--- src/rtl/posit_add_collector.sv ---
`default_nettype none
// ============================================================================
//  Module   : posit_add_collector
//  Purpose  : Stream wrapper for the fixed-latency pipelined posit adder.
//             Each upstream operation is accepted only when the result FIFO
//             has a slot for it. A valid shift register follows each accepted
//             op through the adder pipeline. The adder result is written into
//             a registered FIFO, which is drained through a valid/ready port.
//  Options  : POSIT_COLLECT_NAR_FLAG_EN - store a NaR flag per entry, and
//             expose out_nar and the sticky nar_seen.
//  Revision : 1.0 - initial release
// ============================================================================
module posit_add_collector #(
    parameter int WIDTH   = 7,
    parameter int LATENCY = 3,
    parameter int DEPTH   = 5,
    parameter int W_CNT   = $clog2(DEPTH + 1)
) (
    input  logic             clk,
    input  logic             rst,
    input  logic             in_valid,
    output logic             in_ready,
    input  logic [WIDTH-1:0] q,
    output logic             out_valid,
    input  logic             out_ready,
    output logic [WIDTH-1:0] out_data,
    output logic [W_CNT-1:0] count,
    output logic [W_CNT-1:0] inflight,
`ifdef POSIT_COLLECT_NAR_FLAG_EN
    output logic             out_nar,
    output logic             nar_seen,
`endif
    output logic             err
);

    localparam int               W_PTR     = (DEPTH > 1) ? $clog2(DEPTH) : 1;
    localparam logic [W_PTR-1:0] LAST_PTR  = W_PTR'(DEPTH - 1);
    localparam logic [W_CNT-1:0] DEPTH_CNT = W_CNT'(DEPTH);
    localparam logic [W_CNT:0]   DEPTH_EXT = (W_CNT + 1)'(DEPTH);
`ifdef POSIT_COLLECT_NAR_FLAG_EN
    localparam int               ENTRY_W   = WIDTH + 1;
    localparam logic [WIDTH-1:0] NAR_CODE  = {1'b1, {(WIDTH - 1){1'b0}}};
`else
    localparam int               ENTRY_W   = WIDTH;
`endif

    logic [LATENCY-1:0] vsr;
    logic [LATENCY-1:0] vsr_next;
    logic [W_CNT-1:0]   inflight_next;
    logic [W_PTR-1:0]   wr_ptr;
    logic [W_PTR-1:0]   rd_ptr;
    logic [ENTRY_W-1:0] mem [DEPTH];
    logic [ENTRY_W-1:0] head;
    logic [ENTRY_W-1:0] push_entry;
    logic [W_CNT:0]     credit_sum;
    logic               acc;
    logic               push;
    logic               pop;
    logic               full;
    logic               write;
    logic               overflow;
`ifdef POSIT_COLLECT_NAR_FLAG_EN
    logic               q_is_nar;
`endif

    // Advance a FIFO pointer. The pointer wraps at DEPTH, which does not
    // have to be a power of two.
    function automatic logic [W_PTR-1:0] ptr_inc(input logic [W_PTR-1:0] p);
        return (p == LAST_PTR) ? '0 : p + W_PTR'(1);
    endfunction

    // Credit check. It uses only registered counters, so out_ready has no
    // combinational path to in_ready. Every accepted op therefore already
    // owns a FIFO slot.
    always_comb begin
        credit_sum = {1'b0, count} + {1'b0, inflight};
        in_ready   = rst & (credit_sum < DEPTH_EXT);
        acc        = in_valid & in_ready;
    end

    // Next state of the valid shift register. inflight is registered from
    // the popcount of that next state, so the two always stay in step.
    always_comb begin
        vsr_next      = '0;
        inflight_next = '0;
        vsr_next[0]   = acc;
        for (int i = 1; i < LATENCY; i++) begin
            vsr_next[i] = vsr[i-1];
        end
        for (int i = 0; i < LATENCY; i++) begin
            inflight_next = inflight_next + W_CNT'(vsr_next[i]);
        end
    end

    // FIFO control. A push into a full FIFO is legal only when a pop happens
    // in the same cycle; otherwise the result is dropped and flagged.
    always_comb begin
        push      = vsr[LATENCY-1];
        out_valid = rst & (count != '0);
        pop       = out_valid & out_ready;
        full      = (count == DEPTH_CNT);
        write     = push & (~full | pop);
        overflow  = push & full & ~pop;
`ifdef POSIT_COLLECT_NAR_FLAG_EN
        q_is_nar   = (q == NAR_CODE);
        push_entry = {q_is_nar, q};
`else
        push_entry = q;
`endif
    end

    // Head read straight from the storage register. Outputs are forced to
    // zero whenever the FIFO is empty or held in reset.
    always_comb begin
        head     = mem[rd_ptr];
        out_data = out_valid ? head[WIDTH-1:0] : '0;
`ifdef POSIT_COLLECT_NAR_FLAG_EN
        out_nar  = out_valid & head[WIDTH];
`endif
    end

    // Storage array. It is not reset, because pointers and count decide
    // which entries are valid.
    always_ff @(posedge clk) begin
        if (write) begin
            mem[wr_ptr] <= push_entry;
        end
    end

    // Tracking state, pointers, occupancy and sticky flags. Reset discards
    // everything in flight and everything buffered.
    always_ff @(posedge clk) begin
        if (!rst) begin
            vsr      <= '0;
            inflight <= '0;
            wr_ptr   <= '0;
            rd_ptr   <= '0;
            count    <= '0;
            err      <= 1'b0;
`ifdef POSIT_COLLECT_NAR_FLAG_EN
            nar_seen <= 1'b0;
`endif
        end else begin
            vsr      <= vsr_next;
            inflight <= inflight_next;
            if (write) begin
                wr_ptr <= ptr_inc(wr_ptr);
            end
            if (pop) begin
                rd_ptr <= ptr_inc(rd_ptr);
            end
            if (write && !pop) begin
                count <= count + W_CNT'(1);
            end else if (pop && !write) begin
                count <= count - W_CNT'(1);
            end
            if (overflow) begin
                err <= 1'b1;
            end
`ifdef POSIT_COLLECT_NAR_FLAG_EN
            if (push && q_is_nar) begin
                nar_seen <= 1'b1;
            end
`endif
        end
    end

endmodule
`default_nettype wire

--- config.mk ---
export PLATFORM = sky130hd
export DESIGN_NAME = posit_add_collector
export DESIGN_NICKNAME = d
export VERILOG_FILES = /design/src/rtl/posit_add_collector.sv
export SDC_FILE = /design/constraint.sdc
export NUM_CORES = 1
export LEC_CHECK = 0
export CAP_MARGIN = 20
export CORE_MARGIN = 3
export CORE_UTILIZATION = 50
export CTS_CLUSTER_SIZE = 25
export DETAILED_ROUTE_END_ITERATION = 12
export GPL_TIMING_DRIVEN = 1
export PLACE_DENSITY_LB_ADDON = 0.15
export SLEW_MARGIN = 10
export SYNTH_ARGS = -nofsm -noshare
export SYNTH_HDL_FRONTEND = slang
export SYNTH_SLANG_ARGS = --single-unit
--- constraint.sdc ---
create_clock -name clk -period 4.65 [get_ports clk]
set_input_delay 0.6975 -clock clk [delete_from_list [all_inputs] [get_ports clk]]
set_output_delay 0.6975 -clock clk [all_outputs]
set_load 0.1 [all_outputs]
# Word level (Yosys, flattened, before mapping)
# Memories as Yosys holds them, arrays and structs flattened. A register that Yosys moved wholly into a read port is not among the register bits.
# Index checks and enable logic that the tools add are counted.
dict set report word_totals {
  mem_bits_rw 35
  output_inout_bits 16
  register_bits 16
  word_cells 43
  n_memories 1
  in_bits 11
}
# name depth width rd rd_ports_with_merged_regs write_ports line
set memory_table {}
lappend memory_table {mem 5 7 1 1 1 52} ;# logic [ENTRY_W-1:0] mem [DEPTH];
dict set report op_classes {
  n_mux 9
  add_sub_neg 7
  reduce_logical 6
  magnitude_cmp 1
  eq_ne 3
  bitwise_logic 10
}
# cell n
set op_table {}
lappend op_table {{two-way mux 3 bit} 6}
lappend op_table {{adder 3 x 1 -> 3 bit (second input constant)} 3}
lappend op_table {{equality test 3 bit (second input constant)} 3}
lappend op_table {{bitwise AND 1 bit} 7}
lappend op_table {{two-way mux 7 bit} 1}
lappend op_table {{adder 3 x 3 -> 4 bit} 1}
lappend op_table {{< comparator 4 x 3 -> 1 bit (second input constant)} 1}
lappend op_table {{adder 2 x 1 -> 3 bit} 1}
lappend op_table {{nonzero test 3 bit} 1}
lappend op_table {{subtractor 3 x 1 -> 3 bit (second input constant)} 1}
lappend op_table {{adder 1 x 1 -> 2 bit} 1}
lappend op_table {{logical AND 1 bit} 2}
lappend op_table {{logical NOT 1 bit} 2}
lappend op_table {{two-way mux 1 bit} 2}
lappend op_table {{inverter 1 bit} 2}
lappend op_table {{nonzero test 2 bit} 1}
lappend op_table {{bitwise OR 1 bit} 1}

# Longest topological paths before layout
# Gate-level depths: netlist (run 1).
dict set report logic_depth {
  depth_word 9
  depth_mapped 10
  mapped_depth_nobuf 9
}

# Worst setup path after synthesis (run 1)
# OpenSTA, ideal clock, no wires.
dict set report synth_timing {
  path_kind {register -> output}
  startpoint {register count[0]}
  endpoint {output in_ready}
  t_arrival_ns 3.322
  required_time_ns 3.953
  path_buffers 0
  slack_ns 0.630
  path_stages_with_launch 6
  path_cell_list {dfxtp_1 ha_1 fa_1 o22ai_1 a21oi_1 nor2_1}
}
dict set report synth_via {
  elab_chain_cells 3
}
# item line
set synth_lines {}
lappend synth_lines {{start: declaration} 27} ;# output logic [W_CNT-1:0] count,
lappend synth_lines {{start signal: assignment} 153} ;# count <= count + W_CNT'(1);
lappend synth_lines {{start signal: assignment} 155} ;# count <= count - W_CNT'(1);
lappend synth_lines {{adder 3 x 3 -> 4 bit} 76} ;# credit_sum = {1'b0, count} + {1'b0, inflight};
lappend synth_lines {{< comparator 4 x 3 -> 1 bit} 77} ;# in_ready = rst & (credit_sum < DEPTH_EXT);
lappend synth_lines {{bitwise AND 1 bit} 77}
lappend synth_lines {{end: declaration} 22} ;# output logic in_ready,
# No other way between the ends.

# Worst setup path after layout (run 1)
dict set report layout_timing {
  startpoint {input rst}
  endpoint {register count[2]}
}
dict set report layout_via {
  elab_chain_cells 7
  word_cells_on_any_way 10
  classes_between {mux (1); bitwise (4); reduce/logical (5)}
}
# item line
set layout_lines {}
lappend layout_lines {{start: declaration} 20} ;# input logic rst,
lappend layout_lines {{bitwise AND 1 bit *} 99} ;# out_valid = rst & (count != '0);
lappend layout_lines {{bitwise AND 1 bit *} 100} ;# pop = out_valid & out_ready;
lappend layout_lines {{bitwise OR 1 bit *} 102} ;# write = push & (~full | pop);
lappend layout_lines {{bitwise AND 1 bit *} 102}
lappend layout_lines {{net write} 60} ;# logic write;
lappend layout_lines {{logical NOT 1 bit} 154} ;# end else if (pop && !write) begin
lappend layout_lines {{logical AND 1 bit} 154}
lappend layout_lines {{nonzero test 2 bit (no source line)} --}
# Mark *: on every way through the listed nets, which the timed path passes. The rest lies on a longest branch.
# A chain may end at the register's enable or synchronous reset.

==> metrics.cfg, run 1 <==
[worst_setup_path]
rrSetupSlack_ns = 2.13
cp.buffers_inverters = 3
critPathMaxFanout = 16
crit_type = input pin to flip-flop
cp-start-kind = input pin
required_ns = 4.88
crit_slowest_cell = clkdlybuf4s50_1
critPathArrivalTime_ns = 3.28
endpoint_kind = flip-flop
worstPathCellList = clkdlybuf4s50_1, nand2_1, a21bo_1, inv_6, ha_1, inv_1, fa_1, xor2_1, or3_1, a21oi_1
critPathTopFamily = buffers and inverters
slowest_delay_ns = 0.77

[route]
vias_per_cell = 5.43
drc = 0
drt_first_pass_iters = 4
drt-total-wl_um = 3950
drtIter0Drc = 88
postRouteAntennaNets = 0
vias = 1282
wl_per_cell_um = 16.7

[clock_tree]
cts_setup_buffers = 0
hold_buffers = 0
clk_pin_slew_ns = 0.09
htree_levels = 2
cts_sinks = 53
post_cts_resized = 0
cts_buffer_depth = 2
cts_tree = yes
cts_buffers = 5
insertion_delay_ns = 0.30
root_buffer = clkbuf_8

[grt]
first_global_vias = 1327
antenna_found_initial = 0
grt_overflow = 0
grt_use_total_pct = 16.6
grt_start_max_net_pins = 18
grt_first_pass_wirelength_um = 6510

[floorplan]
die-area_um2 = 5290
initial_utilization_pct = 53.7
core-area_um2 = 4140
die_w_um = 72.7
num_rows = 23
die_h_um = 72.7
io_pins = 27

[placed_design]
io_buffers = 25
post-place-cells = 228
place.gp.congestion = 0.676
place_area_um2 = 2500
dpl.hpwl_um = 2850

[synthesis]
synth_edf_count = 35
synth_area_um2 = 2230
async_flop_share_pct = 0
yosys_warnings = 0
yosys_register_bits = 53
ys_seq_area_share_pct = 63.4
synth.distinct_cells = 33
synth_ff_type = edfxtp_1
synth_nets = 177
synthCells = 156
synth_area_per_cell_um2 = 14.3

[timing]
finalCritPeriodShare_pct = 65.5
drv_slew = 0
slew_headroom_pct = 34.7
fmax_mhz = 328
hold_viol = 0
whs_ns = 0.488
setup_viol = 0
fin_crit_ns = 3.05
rsz0062_at_grt = no
skew_ns = 0.00666
worstMarginPinSlew_ns = 0.977
setup_tns_ns = 0

[power]
report.power.total_mw = 1.05
pwr_density_cell_nw_per_um2 = 400
p_leak_nw = 0.946
ir_drop_mv = 0.250

[final_layout]
diodes = 0
fillers = 323
final_cells = 236
syn2layout_area_growth_pct = 17.5
multi_input_area_um2 = 724
fin_area_um2 = 2620
drive_above_1_share_pct = 16.1
fin_nets = 206
regArea_um2 = 1410

[min_path]
hp-class = flip-flop to flip-flop

[flow_run]
maxCapViolations = 0

[outcome]
status = finished, final reports clean

flip-flops by register name, summed over array words and instances (netlist names), named ones only:
register and count:
vsr 3, wr_ptr 3, err 1, count 3
inflight 2, rd_ptr 3, mem 35
per-layer routing:
metal / track usage, % / part of all wire [%]
met5: 0 / 0
met2: 27.5 / 52
met1: 22.2 / 44
met4: 4.10 / 0.66
met3: 3.86 / 3.9
worst min-delay path, cell delays in order (launching register included):
cell     delay (ns)
dfxtp_1        0.34
a31oi_1        0.04
nor2_1         0.07
worst paths after layout:
| path | cells after the start | endpoint | startpoint |
|---|---|---|---|
| hold reg to reg | 2 | err$_SDFFE_PN0P_ | err$_SDFFE_PN0P_ |
| setup reg to reg | 9 | count[2]$_SDFFE_PN0P_ | count[1]$_SDFFE_PN0P_ |
| setup / recovery | 10 | count[2]$_SDFFE_PN0P_ | rst |
| hold / removal | 2 | err$_SDFFE_PN0P_ | err$_SDFFE_PN0P_ |
kinds of logic (layout without fill, tap and decap cells):
kind of cell	after synthesis	count (layout)	share of synthesized area (%)
and+or+nand+nor	37	37	8.43
muxes	17	17	11.6
other	1	1	0.168
adders and majority gates	10	10	6.63
DFF	53	53	63.4
xor gates and xnor gates	2	2	0.787
buffers and inverters	18	48	4.10
AOI/OAI and AO/OA	18	18	4.94
power breakdown:
group / leakage (nW) / internal [mW] / switching (mW) / total (mW)
combinational: 0.430 / 0.0625 / 0.144 / 0.207
sequential: 0.462 / 0.513 / 0.0207 / 0.533
clock: 0.0543 / 0.161 / 0.147 / 0.308
cell usage after synthesis, drive strengths merged (4+ instances only):
library cell,n,share of area [%]
nor4,4,1.1
dfxtp,18,16
o21ai,5,1.1
nand2,8,1.3
and2,4,1.1
buf,4,1.5
a21oi,6,1.3
ha,7,3.9
mux4,7,7.1
mux2i,10,4.5
nor2,12,2.0
edfxtp,35,47
inv,11,2.1
placed cells by master, fill, tap and decap left out, drive strengths merged, types with 2 or more instances in the layout:
master / count
edfxtp: 35
dfxtp: 18
clkdlybuf4s50: 16
buf: 13
nor2: 12
inv: 11
mux2i: 10
nand2: 8
mux4: 7
ha: 7
a21oi: 6
o21ai: 5
clkbuf: 5
nor4: 4
and2: 4
fa: 3
o22ai: 2
nor3b: 2
o31ai: 2
xor2: 2
metrics by stage:
step,util [%],setup slack [ns]
2_1_floorplan,-,0.630
6_report,63.2,1.60
3_5_place_dp,60.4,1.26
5_1_grt,63.2,1.41
3_3_place_gp,60.4,1.47
4_1_cts,63.2,1.60
final cells by class:
class	instances	share of cell area (%)
sequential	53	53.9
inverter	11	1.77
clock buffer	5	2.63
clock inverter	3	1.77
timing repair buffer	29	9.85
multi-input combinational	85	27.7
tap	50	2.39
No activity file was read; power rests on OpenSTA's default activity.
==> run 2: changes to the inputs <==
--- a/config.mk
+++ b/config.mk
@@ -7,7 +7,7 @@
 export LEC_CHECK = 0
 export CAP_MARGIN = 20
 export CORE_MARGIN = 3
-export CORE_UTILIZATION = 50
+export CORE_UTILIZATION = 49
 export CTS_CLUSTER_SIZE = 25
 export DETAILED_ROUTE_END_ITERATION = 12
 export GPL_TIMING_DRIVEN = 1
==> constraint.sdc (replaced) <==
create_clock -name clk -period 2.71 [get_ports clk]
set_input_delay 0.4065 -clock clk [delete_from_list [all_inputs] [get_ports clk]]
set_output_delay 0.4065 -clock clk [all_outputs]
set_load 0.1 [all_outputs]
==> run 2 against run 1 <==
Against the previous run: sequential power increased by 72%; wire length increased by 4.8%; design area up 7.8%; non-clock buffer count is 4 higher; combinational power rose by 110%; via count grew 2.8%; register-to-register slack worse by 1.8 ns; die area is 1.9% higher; hold slack improved by 0.0046 ns; clock-buffer cell count unchanged.
==> metrics.cfg, run 2 (synthesis results as in run 1) <==
[worst_setup_path]
cp-startpoint = count[0]$_SDFFE_PN0P_
crit_type = flip-flop to primary output
slowest_delay_ns = 0.49
endpoint_kind = primary output
endpoint = in_ready
rrSetupSlack_ns = 0.36
required_ns = 2.30
r2r-start = count[0]$_SDFFE_PN0P_
worstPathCellList = ha_1, fa_1, o22ai_1, a21oi_1, nor2_4, buf_12
critPathMaxFanout = 7
r2r_cells = 7
reg2reg_to = inflight[0]$_SDFF_PN0_
cp-start-kind = flip-flop
critPathArrivalTime_ns = 2.07
crit_slowest_cell = fa_1

[timing]
fin_crit_ns = 2.47
skew_ns = 0.00754
fmax_mhz = 404
worstMarginPinSlew_ns = 0.536
finalCritPeriodShare_pct = 91.2
drv_slew = 0
setup_viol = 0
hold_viol = 0
rsz0062_at_grt = no
slew_headroom_pct = 64.2
setup_tns_ns = 0

[final_layout]
diodes = 0
mostFrequentLayoutCell = edfxtp_1
drive_above_1_share_pct = 27.4
multi_input_area_um2 = 774
syn2layout_area_growth_pct = 26.7
largest_register_ffs = 35
top_register = mem
fillers = 303
fin_nets = 210
regArea_um2 = 1420
layout_common_cells = edfxtp_1 (35), dfxtp_1 (14), buf_4 (14)

[grt]
grt_overflow = 0
grt_use_total_pct = 17.1
antenna_found_initial = 0
first_global_vias = 1353
grt_start_max_net_pins = 18
grt_first_pass_wirelength_um = 6720

[placed_design]
dpl.hpwl_um = 3060
io_buffers = 25
place.gp.congestion = 0.763

[min_path]
hp-class = flip-flop to flip-flop

[floorplan]
core-area_um2 = 4200
die-area_um2 = 5390
num_rows = 23
die_h_um = 73.4
die_w_um = 73.4
initial_utilization_pct = 53.0
io_pins = 27

[power]
p_leak_nw = 1.02
report.power.total_mw = 1.97
pwr_density_cell_nw_per_um2 = 697
ir_drop_mv = 0.434

[clock_tree]
cts_buffers = 5
clk_pin_slew_ns = 0.09
post_cts_resized = 0
htree_levels = 2
cts_tree = yes
cts_sinks = 53
cts_setup_buffers = 0
cts_buffer_depth = 2
root_buffer = clkbuf_8
insertion_delay_ns = 0.30
hold_buffers = 0

[flow_run]
maxCapViolations = 0

[route]
vias_per_cell = 5.49
vias = 1318
drt_first_pass_iters = 4
drc = 0
postRouteAntennaNets = 0
wl_per_cell_um = 17.3
drtIter0Drc = 76
drt-total-wl_um = 4140

[outcome]
status = finished, final reports clean

run 2: cell types whose count changed in the layout (fill, tap and decap cells not counted), sizes merged:
| cell | delta |
|---|---|
| buf | +10 |
| bufinv | +1 |
| clkdlybuf4s50 | -6 |
| clkinv | -1 |
| clkinvlp | -1 |
| inv | +1 |
run 2: final cells by class:
type | count | share of cell area (%)
repair buffers | 33 | 13.7
clock inverters | 3 | 2.44
well taps | 50 | 2.22
inverters | 11 | 1.64
flip-flops and latches | 53 | 50.2
clock buffers | 5 | 2.44
multi-input cells | 85 | 27.4
run 2: critical path, delay by kind of cell, from the launching register on:
kind / cells / cell delay (ns)
AOI/OAI and AO/OA: 2 / 0.37
buffers and inverters: 1 / 0.18
and+or+nand+nor: 1 / 0.08
adders and majority gates: 2 / 0.73
DFF: 1 / 0.39
run 2: worst min path at each step:
stage | startpoint | to | depth (start not counted)
after floorplan | vsr[1]$_SDFF_PN0_ | vsr[2]$_SDFF_PN0_ | 1
after global placement | err$_SDFFE_PN0P_ | err$_SDFFE_PN0P_ | 2
after detailed placement | err$_SDFFE_PN0P_ | err$_SDFFE_PN0P_ | 2
after CTS | err$_SDFFE_PN0P_ | err$_SDFFE_PN0P_ | 2
after global routing | err$_SDFFE_PN0P_ | err$_SDFFE_PN0P_ | 2
final | err$_SDFFE_PN0P_ | err$_SDFFE_PN0P_ | 2
run 2: per-layer routing:
| metal | global-route usage [%] | vias to the layer above | part of all wire [%] |
|---|---|---|---|
| met1 | 22.4 | 657 | 44 |
| met3 | 4.10 | 7 | 3.1 |
| met5 | 0 | - | 0 |
| met2 | 28.0 | 23 | 52 |
| li1 | - | 631 | - |
| met4 | 5.63 | 0 | 1.4 |
run 2: stage by stage:
step / hold WS, ns / setup WS [ns] / utilization, % / cell area [um^2] / std cells
2_1_floorplan: 0.469 / -0.172 / - / 2280 / 156
3_3_place_gp: 0.461 / 0.196 / 63.9 / 2690 / 232
3_5_place_dp: 0.468 / 0.0622 / 63.9 / 2690 / 232
4_1_cts: 0.488 / 0.230 / 67.2 / 2820 / 240
5_1_grt: 0.511 / 0.115 / 67.2 / 2820 / 240
6_report: 0.493 / 0.237 / 67.2 / 2820 / 240
run 2: power breakdown:
group          total [mW]  internal, mW  switching (mW)
clock               0.624         0.371           0.252
sequential          0.918         0.881          0.0374
combinational       0.426         0.154           0.272
total                1.97          1.41           0.562
